<file path="config.mk">
export PLATFORM = sky130hd
export DESIGN_NAME = pc_sequencer_flat
export DESIGN_NICKNAME = d
export VERILOG_FILES = /design/src/rtl/pc_sequencer_if.sv /design/src/rtl/pc_sequencer.sv /design/src/flat_wrapper.sv
export SDC_FILE = /design/constraint.sdc
export NUM_CORES = 1
export LEC_CHECK = 0
export ABC_AREA = 1
export CAP_MARGIN = 20
export CORE_ASPECT_RATIO = 1.75
export CORE_MARGIN = 2
export CORE_UTILIZATION = 39
export CTS_BUF_LIST = sky130_fd_sc_hd__clkbuf_4
export DETAILED_ROUTE_END_ITERATION = 10
export SYNTH_ARGS = -nofsm -noshare
export SYNTH_HDL_FRONTEND = slang
export SYNTH_SLANG_ARGS = --single-unit
export TNS_END_PERCENT = 20
</file>
<file path="constraint.sdc">
create_clock -name clk -period 2.7 [get_ports clk]
set_input_delay 0.27 -clock clk [delete_from_list [all_inputs] [get_ports clk]]
set_output_delay 0.27 -clock clk [all_outputs]
set_load 0.1 [all_outputs]
</file>
<file path="src/rtl/pc_sequencer_if.sv">
// Bus bundle between the PC sequencer and its neighbours: branch resolution in,
// instruction-memory request/grant/response, and the downstream instruction port.
`timescale 1ns/1ps
interface pc_sequencer_if;
    logic        BranchValid;
    logic        BranchTaken;
    logic [31:0] BranchTarget;

    logic        imem_req;
    logic [31:0] imem_addr;
    logic        imem_gnt;
    logic        imem_rvalid;
    logic [31:0] imem_rdata;

    logic        inst_valid;
    logic [31:0] inst_out;
    logic [31:0] inst_pc;
    logic        inst_ready;

    logic        misalign_err;

    // Handshakes: a fetch is accepted on a cycle with imem_req && imem_gnt, and its
    // single response arrives later as imem_rvalid with imem_rdata; an instruction
    // transfers downstream on a cycle with inst_valid && inst_ready, and
    // inst_valid/inst_out/inst_pc stay stable until then unless a redirect squashes them.
    modport master (
        input  BranchValid, BranchTaken, BranchTarget,
        output imem_req, imem_addr,
        input  imem_gnt, imem_rvalid, imem_rdata,
        output inst_valid, inst_out, inst_pc,
        input  inst_ready,
        output misalign_err
    );

    modport slave (
        output BranchValid, BranchTaken, BranchTarget,
        input  imem_req, imem_addr,
        output imem_gnt, imem_rvalid, imem_rdata,
        input  inst_valid, inst_out, inst_pc,
        output inst_ready,
        input  misalign_err
    );
endinterface

</file>
<file path="src/rtl/pc_sequencer.sv">
// Front-end PC sequencer: one outstanding instruction fetch at a time, a one-entry
// downstream holding stage, and taken-branch redirects that squash wrong-path fetches.
`timescale 1ns/1ps
module pc_sequencer #(
    parameter logic [31:0] RESET_PC = 32'h0000_0000,
    parameter int unsigned PC_STEP  = 4
) (
    input  logic                 clk,
    input  logic                 rst_n,
    pc_sequencer_if.master       bus,
    output logic [1:0]           o_dbg_state
);

    typedef enum logic [1:0] {
        S_IDLE = 2'd0,
        S_REQ  = 2'd1,
        S_WAIT = 2'd2,
        S_HOLD = 2'd3
    } state_t;

    state_t      r_state;
    logic [31:0] r_pc;
    logic [31:0] r_pc_inflight;
    logic        r_discard;
    logic        r_imem_req;
    logic [31:0] r_imem_addr;
    logic        r_inst_valid;
    logic [31:0] r_inst_out;
    logic [31:0] r_inst_pc;
    logic        r_misalign;

    logic        w_taken;
    logic        w_redirect;
    logic        w_misalign;
    logic [31:0] w_pc_seq;
    logic [31:0] w_pc_redir;

    assign w_taken    = bus.BranchValid & bus.BranchTaken;
    assign w_redirect = w_taken & (bus.BranchTarget[1:0] == 2'b00);
    assign w_misalign = w_taken & (bus.BranchTarget[1:0] != 2'b00);
    assign w_pc_seq   = r_pc + 32'(PC_STEP);
    // PC to use for the next request when no grant is consumed this cycle.
    assign w_pc_redir = w_redirect ? bus.BranchTarget : r_pc;

    always_ff @(posedge clk or negedge rst_n) begin
        if (!rst_n) begin
            r_state       <= S_IDLE;
            r_pc          <= RESET_PC;
            r_pc_inflight <= 32'h0;
            r_discard     <= 1'b0;
            r_imem_req    <= 1'b0;
            r_imem_addr   <= 32'h0;
            r_inst_valid  <= 1'b0;
            r_inst_out    <= 32'h0;
            r_inst_pc     <= 32'h0;
            r_misalign    <= 1'b0;
        end else begin
            r_misalign <= w_misalign;
            case (r_state)
                S_IDLE: begin
                    r_pc        <= w_pc_redir;
                    r_imem_req  <= 1'b1;
                    r_imem_addr <= w_pc_redir;
                    r_state     <= S_REQ;
                end
                S_REQ: begin
                    if (bus.imem_gnt) begin
                        // A redirect in the grant cycle makes the accepted fetch stale.
                        r_pc_inflight <= r_pc;
                        r_pc          <= w_redirect ? bus.BranchTarget : w_pc_seq;
                        r_discard     <= w_redirect;
                        r_imem_req    <= 1'b0;
                        r_state       <= S_WAIT;
                    end else if (w_redirect) begin
                        r_pc        <= bus.BranchTarget;
                        r_imem_addr <= bus.BranchTarget;
                    end
                end
                S_WAIT: begin
                    if (bus.imem_rvalid) begin
                        if (r_discard || w_redirect) begin
                            r_discard   <= 1'b0;
                            r_pc        <= w_pc_redir;
                            r_imem_req  <= 1'b1;
                            r_imem_addr <= w_pc_redir;
                            r_state     <= S_REQ;
                        end else begin
                            r_inst_out   <= bus.imem_rdata;
                            r_inst_pc    <= r_pc_inflight;
                            r_inst_valid <= 1'b1;
                            r_state      <= S_HOLD;
                        end
                    end else if (w_redirect) begin
                        r_discard <= 1'b1;
                        r_pc      <= bus.BranchTarget;
                    end
                end
                S_HOLD: begin
                    // A redirect squashes the held word even if it is accepted this cycle.
                    if (w_redirect || bus.inst_ready) begin
                        r_inst_valid <= 1'b0;
                        r_pc         <= w_pc_redir;
                        r_imem_req   <= 1'b1;
                        r_imem_addr  <= w_pc_redir;
                        r_state      <= S_REQ;
                    end
                end
                default: r_state <= S_IDLE;
            endcase
        end
    end

    assign bus.imem_req     = r_imem_req;
    assign bus.imem_addr    = r_imem_addr;
    assign bus.inst_valid   = r_inst_valid;
    assign bus.inst_out     = r_inst_out;
    assign bus.inst_pc      = r_inst_pc;
    assign bus.misalign_err = r_misalign;
    assign o_dbg_state      = r_state;

endmodule

</file>
<file path="src/flat_wrapper.sv">
// flat-port wrapper written by rule: the top's interface ports become plain ports
module pc_sequencer_flat 
#(
    parameter logic [31:0] RESET_PC = 32'h0000_0000,
    parameter int unsigned PC_STEP  = 4
)
  (clk, rst_n, o_dbg_state, bus_BranchValid, bus_BranchTaken, bus_BranchTarget, bus_imem_req, bus_imem_addr, bus_imem_gnt, bus_imem_rvalid, bus_imem_rdata, bus_inst_valid, bus_inst_out, bus_inst_pc, bus_inst_ready, bus_misalign_err);
  pc_sequencer_if bus_i ();
  input  logic clk;
  input  logic rst_n;
  output logic [1:0] o_dbg_state;
  input wire logic [$bits(bus_i.BranchValid)-1:0] bus_BranchValid;
  input wire logic [$bits(bus_i.BranchTaken)-1:0] bus_BranchTaken;
  input wire logic [$bits(bus_i.BranchTarget)-1:0] bus_BranchTarget;
  output wire logic [$bits(bus_i.imem_req)-1:0] bus_imem_req;
  output wire logic [$bits(bus_i.imem_addr)-1:0] bus_imem_addr;
  input wire logic [$bits(bus_i.imem_gnt)-1:0] bus_imem_gnt;
  input wire logic [$bits(bus_i.imem_rvalid)-1:0] bus_imem_rvalid;
  input wire logic [$bits(bus_i.imem_rdata)-1:0] bus_imem_rdata;
  output wire logic [$bits(bus_i.inst_valid)-1:0] bus_inst_valid;
  output wire logic [$bits(bus_i.inst_out)-1:0] bus_inst_out;
  output wire logic [$bits(bus_i.inst_pc)-1:0] bus_inst_pc;
  input wire logic [$bits(bus_i.inst_ready)-1:0] bus_inst_ready;
  output wire logic [$bits(bus_i.misalign_err)-1:0] bus_misalign_err;
  assign bus_i.BranchValid = bus_BranchValid;
  assign bus_i.BranchTaken = bus_BranchTaken;
  assign bus_i.BranchTarget = bus_BranchTarget;
  assign bus_imem_req = bus_i.imem_req;
  assign bus_imem_addr = bus_i.imem_addr;
  assign bus_i.imem_gnt = bus_imem_gnt;
  assign bus_i.imem_rvalid = bus_imem_rvalid;
  assign bus_i.imem_rdata = bus_imem_rdata;
  assign bus_inst_valid = bus_i.inst_valid;
  assign bus_inst_out = bus_i.inst_out;
  assign bus_inst_pc = bus_i.inst_pc;
  assign bus_i.inst_ready = bus_inst_ready;
  assign bus_misalign_err = bus_i.misalign_err;
  pc_sequencer #(.RESET_PC(RESET_PC), .PC_STEP(PC_STEP)) u_core (.clk(clk), .rst_n(rst_n), .bus(bus_i), .o_dbg_state(o_dbg_state));
endmodule
</file>
==> qor.txt <==
==================================================================================
Die height                                                                198.5 um
Clock-pin transition on the worst setup and hold timing paths              0.15 ns
Largest fanout of any net on the critical path                                  40
Final-report max-slew violation count                                            0
Number of antenna violations at the first check in global routing                1
TritonCTS clock tree                                                         built
Cell type of the slowest stage on the worst timing path               sky130_fd_sc_hd__dfrtp_1
CTS Sinks                                                                      166
Initial standard-cell utilization of the core                               39.54%
Final wirelength                                                          22.75 mm
Maximum buffer depth of the clock tree                                           2
Vias in the first global route                                                7304
Port Buffer Count                                                              171
Post-cts resize count                                                            0
Half-perimeter wire length of the detailed placement result               16.46 mm
Overall global routing resource usage                                       20.57%
Most frequent cells in the layout                                     465 x sky130_fd_sc_hd__nand2_1, 166 x sky130_fd_sc_hd__dfrtp_1, 121 x sky130_fd_sc_hd__buf_4
Post-Syn Area per Cell                                                   7.460 um2
Final setup TNS                                                               0 ns
DRT antenna net count                                                            0
Time the final worst path needs with I/O delays and setup                 2.186 ns
Initial detailed-routing violation count                                       493
Clock network latency to the later pin of the worst-skew pair              0.58 ns
Global-route congestion overflow total                                           0
Critical Path, Cell by Cell                                           inv_1 -> ha_1 -> inv_1 -> nor2_1 -> nand2_2 -> nand2_1 -> nand2_1 -> nand3_2 -> buf_4 -> o21ai_0
Number of distinct library cells after synthesis                                39
H-tree level count                                                               4
Worst hold path type                                                  input port to flop
Number of detailed-routing iterations run before antenna repair                  5
Normalized max-slew margin                                                  59.54%
EDFF count, synth                                                                0
Via Count                                                                     7696
Crit path capture type                                                        flop
# Post-CTS Setup Buffers                                                         0
Achievable clock frequency                                               457.5 MHz
Die Width                                                                 115.1 um
Filler Cells Inserted                                                         2183
Final-layout worst hold slack                                            0.2106 ns
CTS root buf                                                          sky130_fd_sc_hd__clkbuf_4
Arrival @ worst endpoint                                                   2.64 ns
First-pass GRT wire length                                                37.41 mm
Data required time at the worst endpoint                                   3.15 ns
Post-Synthesis Net Count                                                      1206
Measured slew at the worst slew-check pin                                0.6069 ns
Area of the die                                                          22850 um2
Final Skew                                                              0.02842 ns
Final Cycle Share                                                           80.96%
Maximum number of pins on one net before global-route repair                    64
Sequential-to-total area share from yosys stat                              49.28%
Num CTS Buffers                                                                 17
Crit path buffers/inverters                                                      3
Number of violations of the max-capacitance limit                                0
Family with the most delay on the worst path                          simple AND/OR/NAND/NOR gates
Wire per inst                                                             14.62 um
Most common cell after layout, fill and taps aside                    sky130_fd_sc_hd__nand2_1
Final setup fails                                                                0
Critical Setup Path Class                                             flop to flop
Synth warnings                                                                   0
Count of hold buffers inserted by post-cts repair                                1
Most used flip-flop cell after synthesis                              sky130_fd_sc_hd__dfrtp_1
Worst Setup Start Kind                                                        flop
Run status                                                            finished clean
Floorplan row count                                                             71
DR vias/cell                                                                 4.946
Biggest cell delay along the critical path                                 0.46 ns
Post-synth design cell area                                               8429 um2
Number of synthesized register bits                                            166
Floorplan core area                                                      21320 um2
Number of hold-slack violations in the final timing report                       0
Unrepaired setup endpoints after global routing                              false
Layout cell share with drive strength beyond 1                              14.00%
Fraction of synthesis flops using an asynchronous set or reset pin          100.0%
Final routed DRC violation total                                                 0
Number of placed I/O pins                                                      172
Final weighted congestion in routability-driven placement                   0.9411
Number of nets in the final layout                                            1364
Signed area change from the synthesized netlist to the final layout         23.73%
Post-synthesis instance total                                                 1130
==================================================================================
-- final timing paths --
check                                    startpoint  slack [ns]  cells after the start                       end
max                           u_core.o_dbg_state[0]        0.51                     10  u_core.bus.imem_addr[26]
min                              bus_imem_rdata[29]        0.21                      3   u_core.bus.inst_out[29]
max reg2reg                   u_core.o_dbg_state[0]        0.51                     10  u_core.bus.imem_addr[26]
min reg2reg                u_core.r_pc_inflight[18]        0.47                      2    u_core.bus.inst_pc[18]
max in group asynchronous                     rst_n        1.70                      3    u_core.bus.inst_out[2]
min in group asynchronous                     rst_n        0.25                      2           u_core.r_pc[16]
-- cell families after synthesis --
group | share of synthesized area, %
muxes | 0.1188
adders and majority gates | 0.7422
and+or+nand+nor | 31.93
buffers and inverters | 7.214
AOI/OAI and AO/OA | 10.72
DFF | 49.28
-- synth_stat cells, drive strengths merged (3+ instances only) --
| cell type | number | area (um2) |
|---|---|---|
| nand2 | 469 | 1770 |
| dfrtp | 166 | 4154 |
| nor2 | 109 | 436.7 |
| o21ai | 106 | 534.3 |
| inv | 78 | 295.3 |
| nand3 | 55 | 300.3 |
| buf | 34 | 222.7 |
| clkbuf | 23 | 86.33 |
| a21oi | 17 | 92.59 |
| a21boi | 16 | 120.1 |
| nand4 | 16 | 100.1 |
| o211ai | 9 | 67.56 |
| nand3b | 6 | 45.04 |
| ha | 5 | 62.56 |
| nor3 | 5 | 25.02 |
| a31oi | 3 | 18.77 |
| o22ai | 3 | 18.77 |
-- flip-flops by register name, indices dropped and copies added (netlist names) --
register and flops:
u_core.bus.imem_addr 32, u_core.bus.imem_req 1, u_core.bus.inst_out 32, u_core.bus.inst_pc 32
u_core.bus.inst_valid 1, u_core.bus.misalign_err 1, u_core.o_dbg_state 2, u_core.r_discard 1
u_core.r_pc 32, u_core.r_pc_inflight 32
-- layer usage --
layer	up-vias	GRT usage [%]	routed length, um
met5	-	0	0
met4	0	8.032	562
met3	37	3.047	1088
met2	223	32.66	10390
met1	3533	28.26	10710
li1	3903	-	-
-- worst reg2reg max path, delay by kind of cell, from the launching register on --
family	cells	cell delay, ns
buffers and inverters	3	0.56
and+or+nand+nor	5	0.70
DFF	1	0.46
adders and majority gates	1	0.17
AOI/OAI and AO/OA	1	0.17
-- metrics by stage --
stage / util (%) / std cells / area (um2) / worst slack, ns
after floorplan: - / 1130 / 8429 / 0.3261
after global placement: 47.51 / 1523 / 10130 / 0.4662
after detailed placement: 47.51 / 1523 / 10130 / 0.4006
after CTS: 48.91 / 1555 / 10430 / 0.5430
after global routing: 48.92 / 1556 / 10430 / 0.2904
final: 48.92 / 1556 / 10430 / 0.5141
-- area by class of cell --
type / count / area, um2 / area share, %
flip-flops and latches: 166 / 4154 / 39.83
multi-input cells: 828 / 3667 / 35.16
repair buffers: 196 / 1700 / 16.30
well taps: 255 / 319.1 / 3.059
inverters: 79 / 299.0 / 2.867
clock inverters: 12 / 145.1 / 1.392
clock buffers: 19 / 142.6 / 1.368
diodes: 1 / 2.502 / 0.02399
Power is not shown: default switching activity piles up to over one toggle a cycle in this logic, so the estimate is an artifact.
